`config.mk`:
```
export PLATFORM = sky130hd
export DESIGN_NAME = tanh_pwl_stream
export DESIGN_NICKNAME = d
export VERILOG_FILES = /design/src/rtl/tanh_pwl_stream.sv
export SDC_FILE = /design/constraint.sdc
export NUM_CORES = 1
export LEC_CHECK = 0
export BUFFER_PORTS_ARGS = -buffer_cell sky130_fd_sc_hd__buf_4
export CAP_MARGIN = 25
export CORE_MARGIN = 5
export CORE_UTILIZATION = 52
export DETAILED_ROUTE_END_ITERATION = 6
export GPL_TIMING_DRIVEN = 0
export PLACE_DENSITY = 0.76
export SYNTH_ARGS = -nofsm -noshare
export SYNTH_HDL_FRONTEND = slang
export SYNTH_SLANG_ARGS = --single-unit
```
`constraint.sdc`:
```
create_clock -name clk -period 1.85 [get_ports clk]
set_input_delay 0.37 -clock clk [delete_from_list [all_inputs] [get_ports clk]]
set_output_delay 0.37 -clock clk [all_outputs]
set_load 0.1 [all_outputs]
```
`src/rtl/tanh_pwl_stream.sv`:
```
// tanh_pwl_stream: two-stage valid/ready approximate tanh.
// Input is Q3.(W-3) signed and output is Q1.(W-1) signed.
// The curve is a five-segment piecewise-linear fit with power-of-two slopes.
// Setting mode=1 on a beat selects hard-tanh for that beat.
// Optional feature macro: TANH_SAT_CNT_EN adds clr_cnt and sat_count.
//
// Ports:
//   clk, rst_n           clock (rising edge), asynchronous active-low reset
//   In, mode, in_valid   input beat (mode: 0 = PWL, 1 = hard-tanh)
//   in_ready             beat accepted when in_valid & in_ready
//   Out1, out_valid      result beat
//   out_ready            downstream accepts when out_valid & out_ready
//   clr_cnt, sat_count   synchronous clear / saturating count of saturated beats
//                        (TANH_SAT_CNT_EN only)
module tanh_pwl_stream #(
    parameter int unsigned W     = 8,
    parameter int unsigned CNT_W = 16
) (
    input  logic             clk,
    input  logic             rst_n,
    input  logic [W-1:0]     In,
    input  logic             mode,
    input  logic             in_valid,
    output logic             in_ready,
    output logic [W-1:0]     Out1,
    output logic             out_valid,
    input  logic             out_ready
`ifdef TANH_SAT_CNT_EN
    ,
    input  logic             clr_cnt,
    output logic [CNT_W-1:0] sat_count
`endif
);

    localparam int unsigned F      = W - 3;
    localparam int unsigned WX     = W + 2;
    localparam int unsigned R_MAX_I = (1 << (W - 1)) - 1;

    localparam logic [W-1:0]  R_MAX    = W'(R_MAX_I);
    localparam logic [W-1:0]  LIM0     = W'(1 << (F - 1));
    localparam logic [W-1:0]  LIM1     = W'(1 << F);
    localparam logic [W-1:0]  LIM2     = W'(3 << (F - 1));
    localparam logic [W-1:0]  LIM3     = W'(5 << (F - 1));
    localparam logic [W-1:0]  OFF1     = W'(1 << F);
    localparam logic [W-1:0]  OFF2     = W'(1 << (F + 1));
    localparam logic [W-1:0]  BASE3    = W'(7 << (F - 1));
    localparam logic [WX-1:0] HARD_SAT = WX'(R_MAX_I);

    // Reject unsupported widths at elaboration.
    if (W < 6 || CNT_W == 0) begin : g_param_check
        $error("tanh_pwl_stream: W must be >= 6 and CNT_W >= 1");
    end

    // Handshake: stage 2 frees when empty or draining; stage 1 frees when empty or moving on.
    logic s2_load_c;
    logic s1_load_c;
    logic s1_valid;

    always_comb begin
        s2_load_c = !out_valid || out_ready;
        s1_load_c = !s1_valid || s2_load_c;
        in_ready  = s1_load_c;
    end

    // Stage 1 decode: sign, magnitude (|-2^(W-1)| fits as unsigned), segment, saturation.
    logic          s_c;
    logic [W-1:0]  m_c;
    logic [WX-1:0] m4_c;
    logic [2:0]    seg_c;
    logic          sat_c;

    always_comb begin
        s_c  = In[W-1];
        m_c  = s_c ? (W'(0) - In) : In;
        m4_c = {m_c, 2'b00};
        if (m_c < LIM0)      seg_c = 3'd0;
        else if (m_c < LIM1) seg_c = 3'd1;
        else if (m_c < LIM2) seg_c = 3'd2;
        else if (m_c < LIM3) seg_c = 3'd3;
        else                 seg_c = 3'd4;
        sat_c = mode ? (m4_c >= HARD_SAT) : (seg_c == 3'd4);
    end

    logic         s1_s;
    logic [W-1:0] s1_m;
    logic         s1_mode;
    logic [2:0]   s1_seg;
    logic         s1_sat;

    always_ff @(posedge clk or negedge rst_n) begin
        if (!rst_n) begin
            s1_valid <= 1'b0;
            s1_s     <= 1'b0;
            s1_m     <= '0;
            s1_mode  <= 1'b0;
            s1_seg   <= 3'd0;
            s1_sat   <= 1'b0;
        end else if (s1_load_c) begin
            s1_valid <= in_valid;
            if (in_valid) begin
                s1_s    <= s_c;
                s1_m    <= m_c;
                s1_mode <= mode;
                s1_seg  <= seg_c;
                s1_sat  <= sat_c;
            end
        end
    end

    // Stage 2 evaluate: magnitude in output LSBs, then restore the sign.
    // Where 4m is used, the range guarantees the top two bits of m are zero.
    logic [W-1:0] r_c;
    logic [W-1:0] y_c;

    always_comb begin
        r_c = R_MAX;
        if (s1_mode) begin
            if (!s1_sat) r_c = {s1_m[W-3:0], 2'b00};
        end else begin
            case (s1_seg)
                3'd0:    r_c = {s1_m[W-3:0], 2'b00};
                3'd1:    r_c = {s1_m[W-2:0], 1'b0} + OFF1;
                3'd2:    r_c = s1_m + OFF2;
                3'd3:    r_c = BASE3 + ((s1_m - LIM2) >> 2);
                default: r_c = R_MAX;
            endcase
        end
        y_c = s1_s ? (W'(0) - r_c) : r_c;
    end

    always_ff @(posedge clk or negedge rst_n) begin
        if (!rst_n) begin
            out_valid <= 1'b0;
            Out1      <= '0;
        end else if (s2_load_c) begin
            out_valid <= s1_valid;
            if (s1_valid) Out1 <= y_c;
        end
    end

`ifdef TANH_SAT_CNT_EN
    // Saturation flag travels with the beat; counted on output handshake, clear wins.
    logic s2_sat;

    always_ff @(posedge clk or negedge rst_n) begin
        if (!rst_n) begin
            s2_sat <= 1'b0;
        end else if (s2_load_c && s1_valid) begin
            s2_sat <= s1_sat;
        end
    end

    always_ff @(posedge clk or negedge rst_n) begin
        if (!rst_n) begin
            sat_count <= '0;
        end else if (clr_cnt) begin
            sat_count <= '0;
        end else if (out_valid && out_ready && s2_sat && (sat_count != {CNT_W{1'b1}})) begin
            sat_count <= sat_count + CNT_W'(1);
        end
    end
`endif

endmodule

```
# After elaboration in Yosys (flattened, before gate mapping)
# Index checks and enable logic that the tools add are counted.
[classes]
add_sub_neg = 6
n_eq_ne = 4
reduce_logical = 7
mux = 10
order_cmp = 5
[op_table]
columns = ["op", "count"]
rows = [
  ["$mux 8", 4],
  ["$pmux 8 s4", 1],
  ["$lt 8x6->1 const B", 2],
  ["$sub 1x8->8 const A", 2],
  ["$mux 3", 4],
  ["$ge 10x7->1 const B", 1],
  ["$add 7x6->8 const A", 1],
  ["$add 8x6->8 const B", 1],
  ["$add 8x7->8 const B", 1],
  ["$lt 8x5->1 const B", 1],
  ["$lt 8x7->1 const B", 1],
  ["$sub 8x6->8 const B", 1],
  ["$eq 3x2->1 const B", 2],
  ["$reduce_and 2->1", 2],
  ["$eq 3x1->1 const B", 1],
  ["$eq 3x3->1 const B", 1],
  ["$logic_not 3->1", 1],
  ["$logic_not 1->1", 2],
  ["$logic_or 1x1->1", 2],
  ["$mux 1", 1],
]
[word_totals]
inputBits = 13
wordCells = 40
out_inout_bits = 10
ff_bits = 24

# Longest topological paths before layout
[logic_depth]
ltp_word = 9
ltp_mapped = 9
mapped_depth_nobuf = 9

# Worst setup path before layout
# OpenSTA, ideal clock, no wires.
[synth_timing]
path_kind = "reg-to-reg"
start = "register out_valid"
end = "register s1_seg[1]"
setup_ps = 92
arrival_ps = 2954
path_stages_with_launch = 6
path_slack_ps = -1196
period_less_slack_ps = 3046
required_time_ps = 1758
path_buffers = 1
path_cell_list = "dfrtp_1 > nand3b_1 > nand2_1 > clkbuf_1 > nand2_1 > o31ai_2"
[synth_between]
elab_chain_len = 4
[synth_rtl]
columns = ["item", "line_no", "text"]
rows = [
  ["start, declared", "26", "output logic out_valid,"],
  ["start signal, assigned", "136", "out_valid <= s1_valid;"],
  ["$logic_not 1->1", "60", "s2_load_c = !out_valid || out_ready;"],
  ["$logic_or 1x1->1", "60", ""],
  ["$logic_or 1x1->1", "61", "s1_load_c = !s1_valid || s2_load_c;"],
  ["via in_ready", "24", "output logic in_ready,"],
  ["$reduce_and 2->1 (no line)", "--", ""],
  ["end signal, assigned", "104", "s1_seg <= seg_c;"],
  ["end, declared", "87", "logic [2:0] s1_seg;"],
]
# The timed path passes the listed nets, and every way through them passes these cells.
# A chain may end at the register's enable or synchronous reset.

# Worst setup path in the final report
[layout_timing]
start = "register s1_m[4]"
end = "register Out1[5]"
[layout_between]
elab_chain_len = 6
elab_cells_between_ends = 8
classes_between = "add/sub: 5; mux: 3"
[layout_rtl]
columns = ["item", "line_no", "text"]
rows = [
  ["start, declared", "85", "logic [W-1:0] s1_m;"],
  ["start signal, assigned", "102", "s1_m <= m_c;"],
  ["$sub 8x6->8", "124", "3'd3: r_c = BASE3 + ((s1_m - LIM2) >> 2);"],
  ["$add 7x6->8", "124", ""],
  ["$pmux 8 s4 (*)", "120", "case (s1_seg)"],
  ["$mux 8 (*)", "117", "if (s1_mode) begin"],
  ["$sub 1x8->8", "128", "y_c = s1_s ? (W'(0) - r_c) : r_c;"],
  ["$mux 8 (*)", "128", ""],
  ["end signal, assigned", "137", "if (s1_valid) Out1 <= y_c;"],
  ["end, declared", "25", "output logic [W-1:0] Out1,"],
]
# Every way passes the cells marked *; elsewhere a longest branch is shown, timed or not.

==> flow_metrics.py <==
metrics = {
    "floorplanning": {
        "ios": 23,
        "die_w_um": 68.9,
        "placementRows": 21,
        "core-area_um2": 3340,
        "die-area_um2": 4750,
        "die_y_um": 68.9,
        "initial_core_util": 0.541,
    },
    "placement": {
        "numPortBuffers": 20,
        "dpl_cell_area_um2": 2040,
        "dpl.hpwl_um": 2920,
        "gp_congestion": 0.910,
        "dpl.cell_count": 276,
    },
    "timing": {
        "slew_viol_final": 0,
        "fin_skew_ns": 0.0231,
        "timing.fmax_mhz": 486,
        "tightest_slew_ns": 0.453,
        "rsz0062_at_grt": "yes",
        "post-route-min-period_ns": 2.06,
        "hold_slack_ns": 0.226,
        "setup_viol": 5,
        "fin_crit_sh": 1.11,
        "slew_headroom": 0.698,
        "hold_viol": 0,
        "setup_ws_ns": -0.209,
    },
    "finish": {
        "fin_cells": 297,
        "multi_input_area_um2": 1280,
        "fillers": 260,
        "drive_above_1_share": 0.371,
        "diodes": 0,
        "final_cell_mix": "38 x buf_4, 26 x nand2_1, 19 x dfrtp_1, 17 x o21ai_0",
        "regArea_um2": 609,
        "final_common_cell": "buf_4",
        "fin_area_um2": 2390,
        "area_growth_pct": 32.2,
        "nNetsFinal": 269,
    },
    "setup_path": {
        "crit_slowest_cell": "dfrtp_2",
        "reg2reg_setup_slack_ns": -0.21,
        "rr_endpoint": "Out1[5]$_DFFE_PN0P_",
        "worst_ep_arrival_time_ns": 2.29,
        "rr_startpoint": "s1_m[4]$_DFFE_PN0P_",
        "cp_max_fo": 4,
        "crit_path_max_incr_delay_ns": 0.47,
        "end_kind": "flop",
        "crit_type": "reg2reg",
        "crit_required_ns": 2.08,
        "cp_cell_sequence": "a21oi_1 > xnor2_1 > ha_4 > nand2_2 > o211ai_1 > a22oi_2 > buf_4 > xor2_1 > o21ai_1",
        "critPathLaunchType": "flop",
        "reg2reg_depth": 9,
    },
    "power_and_ir_drop": {
        "power_density_nw_per_um2": 1210,
        "total_power_mw": 2.89,
        "ir_worst_vdd_uv": 664,
        "leakage_nw": 0.993,
    },
    "route": {
        "wirelength_um": 4400,
        "post_drt_wl_per_cell_um": 14.8,
        "num_vias": 1689,
        "drt_iter0_markers": 90,
        "drtAntennaViolNets": 0,
        "drc": 0,
        "viasPerCell": 5.69,
        "firstDrtPassIters": 4,
    },
    "hold_path": {
        "min-delay-start": "in_valid",
        "hp-class": "in2reg",
        "min_path_cells": 2,
        "whs_endpoint": "s1_valid$_DFFE_PN0N_",
    },
    "clock_network": {
        "cts_tree": "yes",
        "clock-sinks": 24,
        "clockBufferDepth": 2,
        "clockRootBuffer": "clkbuf_4",
        "htreeDepth": 1,
        "cts_buffers": 3,
        "clkTransAtPathRegs_ns": 0.15,
        "insertion_delay_ns": 0.34,
    },
    "global_routing": {
        "antenna_found_initial": 0,
        "overflow": 0,
        "grt_max_degree": 25,
        "track_usage": 0.197,
        "grt_pass1_vias": 1585,
        "grt_pass1_wl_um": 7110,
    },
    "status": {
        "status": "finished, violations left",
        "failed_checks": "negative setup slack",
    },
    "synth": {
        "synth_edf_count": 0,
        "ys_seq_area_frac": 0.333,
        "syn-num-nets": 227,
        "synth_cells": 210,
        "yosysWarnings": 0,
        "synth_area_per_cell_um2": 8.60,
        "ys.flop_type": "dfrtp_1",
        "synth_area_um2": 1810,
        "synthArstFlopShare": 1.00,
        "synth_cell_types": 51,
        "ys_ff_latch": 24,
    },
    "flow_run": {
        "cap_viol_max_count": 0,
    },
}
[timing repair]
| item | in CTS | in global routing |
|---|---|---|
| pin swaps | 6 | 7 |
| endpoints found under the setup margin | 5 | 8 |
| hold buffers | 1 | 0 |
| resized for setup | 21 | 19 |
| buffers inserted | 12 | 5 |
| hold endpoints to repair | 24 | 0 |
[cells in the mapped netlist (all sizes together) (2+ instances only)]
master	n	area [um2]
nand2b	6	37.5
o41ai	2	25.0
clkbuf	8	30.0
xor2	8	70.1
buf	5	30.0
nor3b	4	30.0
xnor2	5	43.8
mux2	5	60.1
nand3	3	15.0
a31oi	5	31.3
a22oi	2	15.0
a211oi	2	20.0
nor4	3	33.8
ha	4	50.1
o21a	2	15.0
a21oi	9	45.0
mux2i	5	50.1
a32oi	2	43.8
nand2	30	113
o21ai	27	139
or3	2	22.5
or2	3	18.8
nor2	11	43.8
o22ai	3	18.8
inv	8	30.0
dfrtp	24	601
o31ai	3	27.5
nor2b	6	37.5
a21o	2	15.0
[registers in the layout, summed over array words and instances (netlist names)]
register   count
Out1           8
out_valid      1
s1_m           8
s1_mode        1
s1_s           1
s1_sat         1
s1_seg         3
s1_valid       1
[where the power goes]
part / switching (mW) / total [mW] / leakage [nW] / internal (mW)
Sequential: 0.0930 / 0.740 / 0.285 / 0.647
Clock: 0.170 / 0.390 / 0.0279 / 0.219
Combinational: 1.16 / 1.76 / 0.680 / 0.599
[how the worst max path moves through the flow]
stage,startpoint,end,cells after the start
3_5_place_dp,s1_m[4]$_DFFE_PN0P_,Out1[6]$_DFFE_PN0P_,8
5_1_grt,s1_m[5]$_DFFE_PN0P_,Out1[7]$_DFFE_PN0P_,9
2_1_floorplan,out_valid$_DFFE_PN0P_,s1_mode$_DFFE_PN0P_,3
3_3_place_gp,s1_m[4]$_DFFE_PN0P_,Out1[6]$_DFFE_PN0P_,8
6_report,s1_m[4]$_DFFE_PN0P_,Out1[5]$_DFFE_PN0P_,9
4_1_cts,s1_m[4]$_DFFE_PN0P_,Out1[6]$_DFFE_PN0P_,9
[cell families after synthesis]
| group | after synthesis | synth area share |
|---|---|---|
| and+or+nand+nor | 73 | 0.213 |
| AOI/OAI and AO/OA | 65 | 0.252 |
| DFF | 24 | 0.333 |
| buffers and inverters | 21 | 0.0499 |
| xor gates and xnor gates | 13 | 0.0631 |
| muxes | 10 | 0.0610 |
| adders and majority gates | 4 | 0.0277 |
[metrics by stage]
stage | utilization | setup slack (ns) | setup TNS (ns)
after global routing | 0.715 | -0.265 | -1.10
after global placement | 0.611 | -0.275 | -1.33
after floorplan | - | -0.516 | -6.76
after detailed placement | 0.611 | -0.296 | -1.53
final | 0.715 | -0.209 | -0.738
after CTS | 0.685 | -0.175 | -0.583
[cell type report]
class,count,area share
multi-input combinational,165,0.536
sequential,24,0.255
timing repair buffer,38,0.121
buffer,12,0.0294
tap,46,0.0241
clock inverter,1,0.0126
inverter,8,0.0126
clock buffer,3,0.00943
[routing by layer]
| layer | track usage | up-vias | routed length (um) |
|---|---|---|---|
| li1 | - | 832 | - |
| met1 | 0.276 | 810 | 1980 |
| met2 | 0.321 | 42 | 2180 |
| met3 | 0.0146 | 5 | 179 |
| met4 | 0.0608 | 0 | 59 |
| met5 | 0 | - | 0 |
[worst max-delay path, delay by kind of cell, from the launching register on]
family	cells	cell delay (ns)
simple gates	1	0.06
buf+inv	1	0.16
fa+ha+maj	1	0.25
flops	1	0.47
compound gates	4	0.67
xor+xnor	2	0.37
No activity file was read; power rests on OpenSTA's default activity.
